[config.mk]
export PLATFORM = sky130hd
export DESIGN_NAME = param_pipe_ctrl_alu
export DESIGN_NICKNAME = d
export VERILOG_FILES = /design/src/rtl/param_pipe_ctrl_alu.sv
export SDC_FILE = /design/constraint.sdc
export NUM_CORES = 1
export LEC_CHECK = 0
export ABC_AREA = 1
export CORE_ASPECT_RATIO = 1.75
export CORE_MARGIN = 2
export CORE_UTILIZATION = 60
export CTS_CLUSTER_SIZE = 12
export DETAILED_ROUTE_END_ITERATION = 10
export PLACE_DENSITY = 0.81
export SLEW_MARGIN = 20
export SYNTH_ARGS = -nofsm -noshare
export SYNTH_HDL_FRONTEND = slang
export SYNTH_SLANG_ARGS = --single-unit
[constraint.sdc]
create_clock -name ppca_clk -period 3.3 [get_ports ppca_clk]
set_input_delay 0.33 -clock ppca_clk [delete_from_list [all_inputs] [get_ports ppca_clk]]
set_output_delay 0.33 -clock ppca_clk [all_outputs]
set_load 0.02 [all_outputs]
[src/rtl/param_pipe_ctrl_alu.sv]
// Two-stage valid/ready ALU pipeline. S1 registers the operands and the mode.
// S2 computes the result, registers it, and owns a running accumulator for mode 5.
module param_pipe_ctrl_alu #(
  parameter int WIDTH = 16
) (
  input  logic             ppca_clk,
  input  logic             ppca_rst_n,
  input  logic             ppca_in_valid,
  output logic             ppca_in_ready,
  input  logic [WIDTH-1:0] ppca_data_in1,
  input  logic [WIDTH-1:0] ppca_data_in2,
  input  logic [2:0]       ppca_ctrl_mode,
  input  logic             ppca_acc_clr,
  output logic             ppca_out_valid,
  input  logic             ppca_out_ready,
  output logic [WIDTH-1:0] ppca_data_out,
  output logic             ppca_ovf
);

  logic             en_s;
  logic             s1_valid_r;
  logic [WIDTH-1:0] s1_a_r;
  logic [WIDTH-1:0] s1_b_r;
  logic [2:0]       s1_mode_r;
  logic             out_valid_r;
  logic [WIDTH-1:0] data_out_r;
  logic             ovf_r;
  logic [WIDTH-1:0] acc_r;
  logic [WIDTH-1:0] acc_base_s;
  logic [WIDTH:0]   add_s;
  logic [WIDTH:0]   acc_sum_s;
  logic             a_gt_b_s;
  logic             acc_load_s;
  logic [WIDTH-1:0] res_s;
  logic             ovf_s;

  // The whole pipeline stalls together whenever a held result is not being taken.
  assign en_s           = !out_valid_r || ppca_out_ready;
  assign ppca_in_ready  = en_s;
  assign ppca_out_valid = out_valid_r;
  assign ppca_data_out  = data_out_r;
  assign ppca_ovf       = ovf_r;

  assign add_s      = {1'b0, s1_a_r} + {1'b0, s1_b_r};
  assign a_gt_b_s   = (s1_a_r > s1_b_r);
  // A clear on the same edge as a mode-5 load takes effect before the add.
  assign acc_base_s = ppca_acc_clr ? {WIDTH{1'b0}} : acc_r;
  assign acc_sum_s  = {1'b0, acc_base_s} + {1'b0, s1_a_r};
  assign acc_load_s = en_s && s1_valid_r && (s1_mode_r == 3'd5);

  // Result and flag computation from the S1 registers
  always_comb begin
    res_s = {WIDTH{1'b0}};
    ovf_s = 1'b0;
    case (s1_mode_r)
      3'd0: begin
        res_s = add_s[WIDTH-1:0];
        ovf_s = add_s[WIDTH];
      end
      3'd1: begin
        res_s = add_s[WIDTH] ? {WIDTH{1'b1}} : add_s[WIDTH-1:0];
        ovf_s = add_s[WIDTH];
      end
      3'd2: res_s = a_gt_b_s ? (s1_a_r - s1_b_r) : (s1_b_r - s1_a_r);
      3'd3: res_s = a_gt_b_s ? (s1_a_r & s1_b_r) : (s1_a_r ^ s1_b_r);
      3'd4: begin
        if (s1_b_r[0]) begin
          res_s = {s1_a_r[WIDTH-2:0], 1'b0};
          ovf_s = s1_a_r[WIDTH-1];
        end else begin
          res_s = {1'b0, s1_a_r[WIDTH-1:1]};
          ovf_s = s1_a_r[0];
        end
      end
      3'd5: begin
        res_s = acc_sum_s[WIDTH-1:0];
        ovf_s = acc_sum_s[WIDTH];
      end
      3'd6: res_s = a_gt_b_s ? s1_a_r : s1_b_r;
      3'd7: res_s = ~s1_a_r;
      default: begin
        res_s = {WIDTH{1'b0}};
        ovf_s = 1'b0;
      end
    endcase
  end

  // Stage 1: operand capture
  always_ff @(posedge ppca_clk or negedge ppca_rst_n) begin
    if (!ppca_rst_n) begin
      s1_valid_r <= 1'b0;
      s1_a_r     <= {WIDTH{1'b0}};
      s1_b_r     <= {WIDTH{1'b0}};
      s1_mode_r  <= 3'd0;
    end else if (en_s) begin
      s1_valid_r <= ppca_in_valid;
      if (ppca_in_valid) begin
        s1_a_r    <= ppca_data_in1;
        s1_b_r    <= ppca_data_in2;
        s1_mode_r <= ppca_ctrl_mode;
      end
    end
  end

  // Stage 2: result register; bubbles leave the last data and flag untouched
  always_ff @(posedge ppca_clk or negedge ppca_rst_n) begin
    if (!ppca_rst_n) begin
      out_valid_r <= 1'b0;
      data_out_r  <= {WIDTH{1'b0}};
      ovf_r       <= 1'b0;
    end else if (en_s) begin
      out_valid_r <= s1_valid_r;
      if (s1_valid_r) begin
        data_out_r <= res_s;
        ovf_r      <= ovf_s;
      end
    end
  end

  // Accumulator: loads on a mode-5 advance into S2, otherwise honours a bare clear
  always_ff @(posedge ppca_clk or negedge ppca_rst_n) begin
    if (!ppca_rst_n) begin
      acc_r <= {WIDTH{1'b0}};
    end else if (acc_load_s) begin
      acc_r <= acc_sum_s[WIDTH-1:0];
    end else if (ppca_acc_clr) begin
      acc_r <= {WIDTH{1'b0}};
    end
  end

endmodule

---- Word level (Yosys, flattened, before mapping) ----
Index checks and enable logic that the tools add are counted.
storage, ports and cells
  register bits after elaboration ......... 70
  output and inout port bits .............. 19
cells by class
  add/subtract/negate cells ............... 4
  multiplexer cells ....................... 10
  bitwise logic cells ..................... 3
  magnitude comparators ................... 1
  equality and inequality tests ........... 7
  reduce and logical (&&, ||, !) cells .... 8
operators by type and width
  operator              count
  $pmux W16 S8          1
  $mux W16              7
  $add A16 B16 Y17      2
  $sub A16 B16 Y16      2
  $and A16 B16 Y16      1
  $gt A16 B16 Y1        1
  $not A16 Y16          1
  $xor A16 B16 Y16      1
  $eq A3 B3 Y1 const B  4
  $eq A3 B2 Y1 const B  2
  $reduce_and A2 Y1     2
  $eq A3 B1 Y1 const B  1
  $logic_not A3 Y1      1
  $pmux W1 S3           1
  $logic_and A1 B1 Y1   2
  $reduce_or A2 Y1      1
  $logic_not A1 Y1      1
  $logic_or A1 B1 Y1    1
  $mux W1               1

---- Longest topological paths before layout ----
  depth in word-level cells ............... 5
  mapped depth ............................ 20
  depth with buffers taken out ............ 19

---- Worst setup path before layout ----
No wires, ideal clock.
  path kind ............................... input -> register
  from .................................... input port ppca_acc_clr
  to ...................................... register data_out_r[6] (netlist: ppca_data_out[6])
  slack ................................... 801 ps
  arrival ................................. 2,386 ps
  data required time ...................... 3,187 ps
  stages on the path ...................... 15
  buffers on the path ..................... 2
  cells stage by stage .................... clkbuf_1 -> clkbuf_1 -> nor2_1 -> ha_1 -> a21oi_1 -> o21ai_0 -> nand2_1 -> nand3_1 -> or2_2 -> nand3_1 -> nand3_1 -> nor2_1 -> nand3_1 -> nand2_1 -> inv_1
between the ends
  longest elaborated chain between the ends .. 3
ends and longest elaborated chain
  what                    line  RTL
  start: declaration      13    input logic ppca_acc_clr,
  $mux W16                n/a
  $add A16 B16 Y17        48    assign acc_sum_s = {1'b0, acc_base_s} + {1'b0, s1_a_r};
  $pmux W16 S8            55    case (s1_mode_r)
  end signal: assignment  109   data_out_r <= {WIDTH{1'b0}};
  end signal: assignment  114   data_out_r <= res_s;
  end: declaration        26    logic [WIDTH-1:0] data_out_r;
No other way between the ends.
A chain may end at the register's enable or synchronous reset.

---- Worst setup path in the final report ----
  from .................................... register s1_a_r[13]
  to ...................................... register data_out_r[9] (netlist: ppca_data_out[9])
between the ends
  longest elaborated chain between the ends .. 3
  elaborated cells on any way between the ends .. 7
  those cells by class .................... add/sub: 1; order compare: 1; mux: 5
ends and longest elaborated chain
  what                                                line    RTL
  start: declaration                                  22      logic [WIDTH-1:0] s1_a_r;
  start signal: assignment                            92      s1_a_r <= {WIDTH{1'b0}};
  start signal: assignment                            98      s1_a_r <= ppca_data_in1;
  $add A16 B16 Y17 or $gt A16 B16 Y1 (tied branches)  44, 45
  $mux W16 (on tied branches)                         n/a
  $pmux W16 S8 *                                      55
Mark *: on every way between the ends. The rest lies on a longest branch, timed or not.

==> metrics.yaml <==
status: "finished clean"
final_area_um2: 9084
route.vias.total: 8938
cellPowerDensity_nw_per_um2: 667.9
fin_nets: 1468
grt_max_degree: 71
mappedNetlistArea_um2: 7980
ys.flop_type: "dfrtp_1"
synth_area_per_cell_um2: 6.120
drt_wl_total_mm: 27.88
start_util_pct: 61.68
cts_tree: "yes"
synth_edf_count: 0
crit_path_max_fanout: 19
io_buffers: 58
post_cts_buffers: 0
p_leak_nw: 4.879
multi_input_area_um2: 5224
die_h_um: 156.6
critPathKind: "flop to flop"
detail_route.first_pass.iterations: 6
dr.first_iter.drc_count: 806
period_needed_ns: 2.980
cts.htree.levels: 3
final_util_pct: 70.21
finalCritPeriodShare_pct: 90.31
grt_pass1_wl_mm: 43.75
dpl-instance-area_um2: 8741
tightestPinTransition_ns: 0.9427
fp-row-count: 55
syn_to_final_growth_pct: 13.83
synthCells: 1304
cpMostUsedCell: "nand2_1"
drcViolationCount: 0
hold_viol_final: 0
critPathCaptureType: "flop"
routedWlPerCell_um: 18.14
worstHoldPathType: "input port to asynchronous set/reset pin"
core_um2: 12940
clock-sinks: 70
ant_nets: 0
antenna_cells: 0
grt_pass1_vias: 8537
vdd_ir_drop_max_mv: 0.4326
cpLargestDelayFamily: "simple AND/OR/NAND/NOR gates"
routabilityCongestion: 0.9992
final.fill_count: 1245
tns_ns: 0
dieArea_um2: 14280
setup_violations: 0
cts_resized: 0
clock_path_buffers: 2
final.setup_skew_ns: 0.007722
final_common_cell: "nand2_1"
slowest_delay_ns: 0.50
die_x_um: 91.18
layout_common_cells: "nand2_1, inv_1, nand3_1"
holdBufCountCts: 0
seq_area_um2: 1752
grt.overflow.total: 0
synth_seq_cells: 70
worstPathCellList: "inv_1 -> ha_1 -> buf_4 -> nand2_1 -> nand2_1 -> nand2_1 -> nand2_1 -> a21oi_2 -> nand2_4 -> nand2_4 -> buf_4 -> nand2_1 -> nand3_1 -> nand2_1 -> nor2_1 -> nand3_1 -> nand2_1 -> nand2_1"
dp_hpwl_mm: 21.92
async_flop_share_pct: 100.0
antenna_found_initial: 0
synth_fp_nets: 1411
rsz0062_at_grt: "false"
worstSetupStartpointType: "flop"
critPathArrivalTime_ns: 3.21
yosysWarnings: 0
avgViaCountPerCell: 5.815
critPathSlowestCell: "dfrtp_1"
cts_buffers: 9
insertion_delay_ns: 0.34
pin_count: 59
crit_buf_inv: 3
cts.clk_slew.worst_paths_ns: 0.06
root_buffer: "clkbuf_16"
crit_required_ns: 3.53
ys_seq_area_share_pct: 21.95
drv_slew: 0
layout-drive-gt1-share_pct: 6.442
ys_types: 42
slew_headroom_pct: 37.15
fmaxAchievable_mhz: 335.6
maxCapViolations: 0
grtUsageTotal_pct: 39.64
cells by family (layout without fill, tap and decap cells):
logic type | count (synthesis) | count (layout) | share of synthesized area (%)
AOI/OAI and AO/OA | 180 | 180 | 12.10
xor gates and xnor gates | 31 | 31 | 3.402
adders and majority gates | 67 | 67 | 10.88
buffers and inverters | 232 | 294 | 12.62
DFF | 70 | 70 | 21.95
and+or+nand+nor | 724 | 724 | 39.04
final timing paths:
| kind | startpoint | endpoint | slack, ns | cells after the start |
|---|---|---|---|---|
| max in group asynchronous | ppca_rst_n | s1_a_r[12]$_DFFE_PN0P_ | 2.54 | 1 |
| min reg2reg | s1_valid_r$_DFFE_PN0N_ | ppca_out_valid$_DFFE_PN0N_ | 0.48 | 2 |
| max reg2reg | s1_a_r[13]$_DFFE_PN0P_ | ppca_data_out[9]$_DFFE_PN0P_ | 0.32 | 18 |
| min in group ppca_clk | s1_valid_r$_DFFE_PN0N_ | ppca_out_valid$_DFFE_PN0N_ | 0.48 | 2 |
| max | s1_a_r[13]$_DFFE_PN0P_ | ppca_data_out[9]$_DFFE_PN0P_ | 0.32 | 18 |
| min | ppca_rst_n | ppca_data_out[5]$_DFFE_PN0P_ | 0.12 | 1 |
routing by layer:
| layer | routed length, µm | vias to the layer above | global-route usage [%] | share of wire (%) |
|---|---|---|---|---|
| li1 | - | 4258 | - | - |
| met1 | 10030 | 4052 | 45.90 | 36 |
| met2 | 13580 | 491 | 68.64 | 49 |
| met3 | 2225 | 137 | 5.392 | 8.0 |
| met4 | 2037 | 0 | 24.82 | 7.3 |
| met5 | 0 | - | 0 | 0 |
synthesized netlist by cell type (2+ instances only):
library cell | n | area share [%]
nand2_1 | 393 | 18
inv_1 | 179 | 8.4
nand3_1 | 155 | 9.7
nor2_1 | 124 | 5.8
a21oi_1 | 106 | 6.6
dfrtp_1 | 70 | 22
ha_1 | 63 | 9.9
o21ai_0 | 45 | 2.8
xor2_1 | 28 | 3.1
clkbuf_1 | 18 | 0.85
nand4_1 | 14 | 1.1
buf_2 | 10 | 0.63
buf_4 | 9 | 0.85
buf_6 | 9 | 1.3
nor3_1 | 8 | 0.50
or2_2 | 7 | 0.55
a21oi_2 | 5 | 0.55
nand2_2 | 5 | 0.39
o21bai_1 | 5 | 0.47
o22ai_1 | 5 | 0.39
fa_1 | 4 | 1.0
inv_2 | 4 | 0.19
a31oi_1 | 3 | 0.24
nand2_4 | 3 | 0.42
nand3b_1 | 3 | 0.28
nor2_2 | 3 | 0.24
o211ai_1 | 3 | 0.28
o21ai_1 | 3 | 0.19
xnor2_1 | 3 | 0.33
a221oi_1 | 2 | 0.22
buf_8 | 2 | 0.38
nand2_8 | 2 | 0.50
nor2_8 | 2 | 0.50
metrics by stage:
step | total power, mW | setup WS, ns | std cells | hold WS (ns)
2_1_floorplan | 3.727 | 0.8010 | 1304 | 0.03441
3_3_place_gp | 4.790 | 0.3581 | 1521 | 0.4490
3_5_place_dp | 4.832 | 0.3102 | 1521 | 0.4691
4_1_cts | 5.951 | 0.3943 | 1537 | 0.1639
5_1_grt | 6.442 | 0.1601 | 1537 | 0.2099
6_report | 6.067 | 0.3198 | 1537 | 0.1222
registers in the layout, summed over array words and instances, names as in the netlist:
| signal | cells |
|---|---|
| ppca_out_valid | 1 |
| acc_r | 16 |
| s1_a_r | 16 |
| s1_mode_r | 3 |
| ppca_ovf | 1 |
| ppca_data_out | 16 |
| s1_b_r | 16 |
| s1_valid_r | 1 |
report_power, final:
part / switching, mW / internal, mW
sequential: 0.187 / 1.05
clock: 0.386 / 0.726
combinational: 2.45 / 1.27
final cells by class:
| class | instances | share of cell area [%] |
|---|---|---|
| multi-input cells | 1002 | 57.51 |
| flip-flops and latches | 70 | 19.28 |
| repair buffers | 94 | 9.477 |
| inverters | 184 | 7.603 |
| clock buffers | 12 | 2.934 |
| well taps | 171 | 2.355 |
| clock inverters | 4 | 0.8402 |
worst reg2reg max path, cell delays in order, from the launching register on:
cell	delay [ns]
dfrtp_1	0.50
inv_1	0.22
ha_1	0.44
buf_4	0.20
nand2_1	0.06
nand2_1	0.08
nand2_1	0.06
nand2_1	0.07
a21oi_2	0.18
nand2_4	0.08
nand2_4	0.08
buf_4	0.27
nand2_1	0.08
nand3_1	0.07
nand2_1	0.07
nor2_1	0.19
nand3_1	0.10
nand2_1	0.09
nand2_1	0.06
No activity file was read; power rests on OpenSTA's default activity.
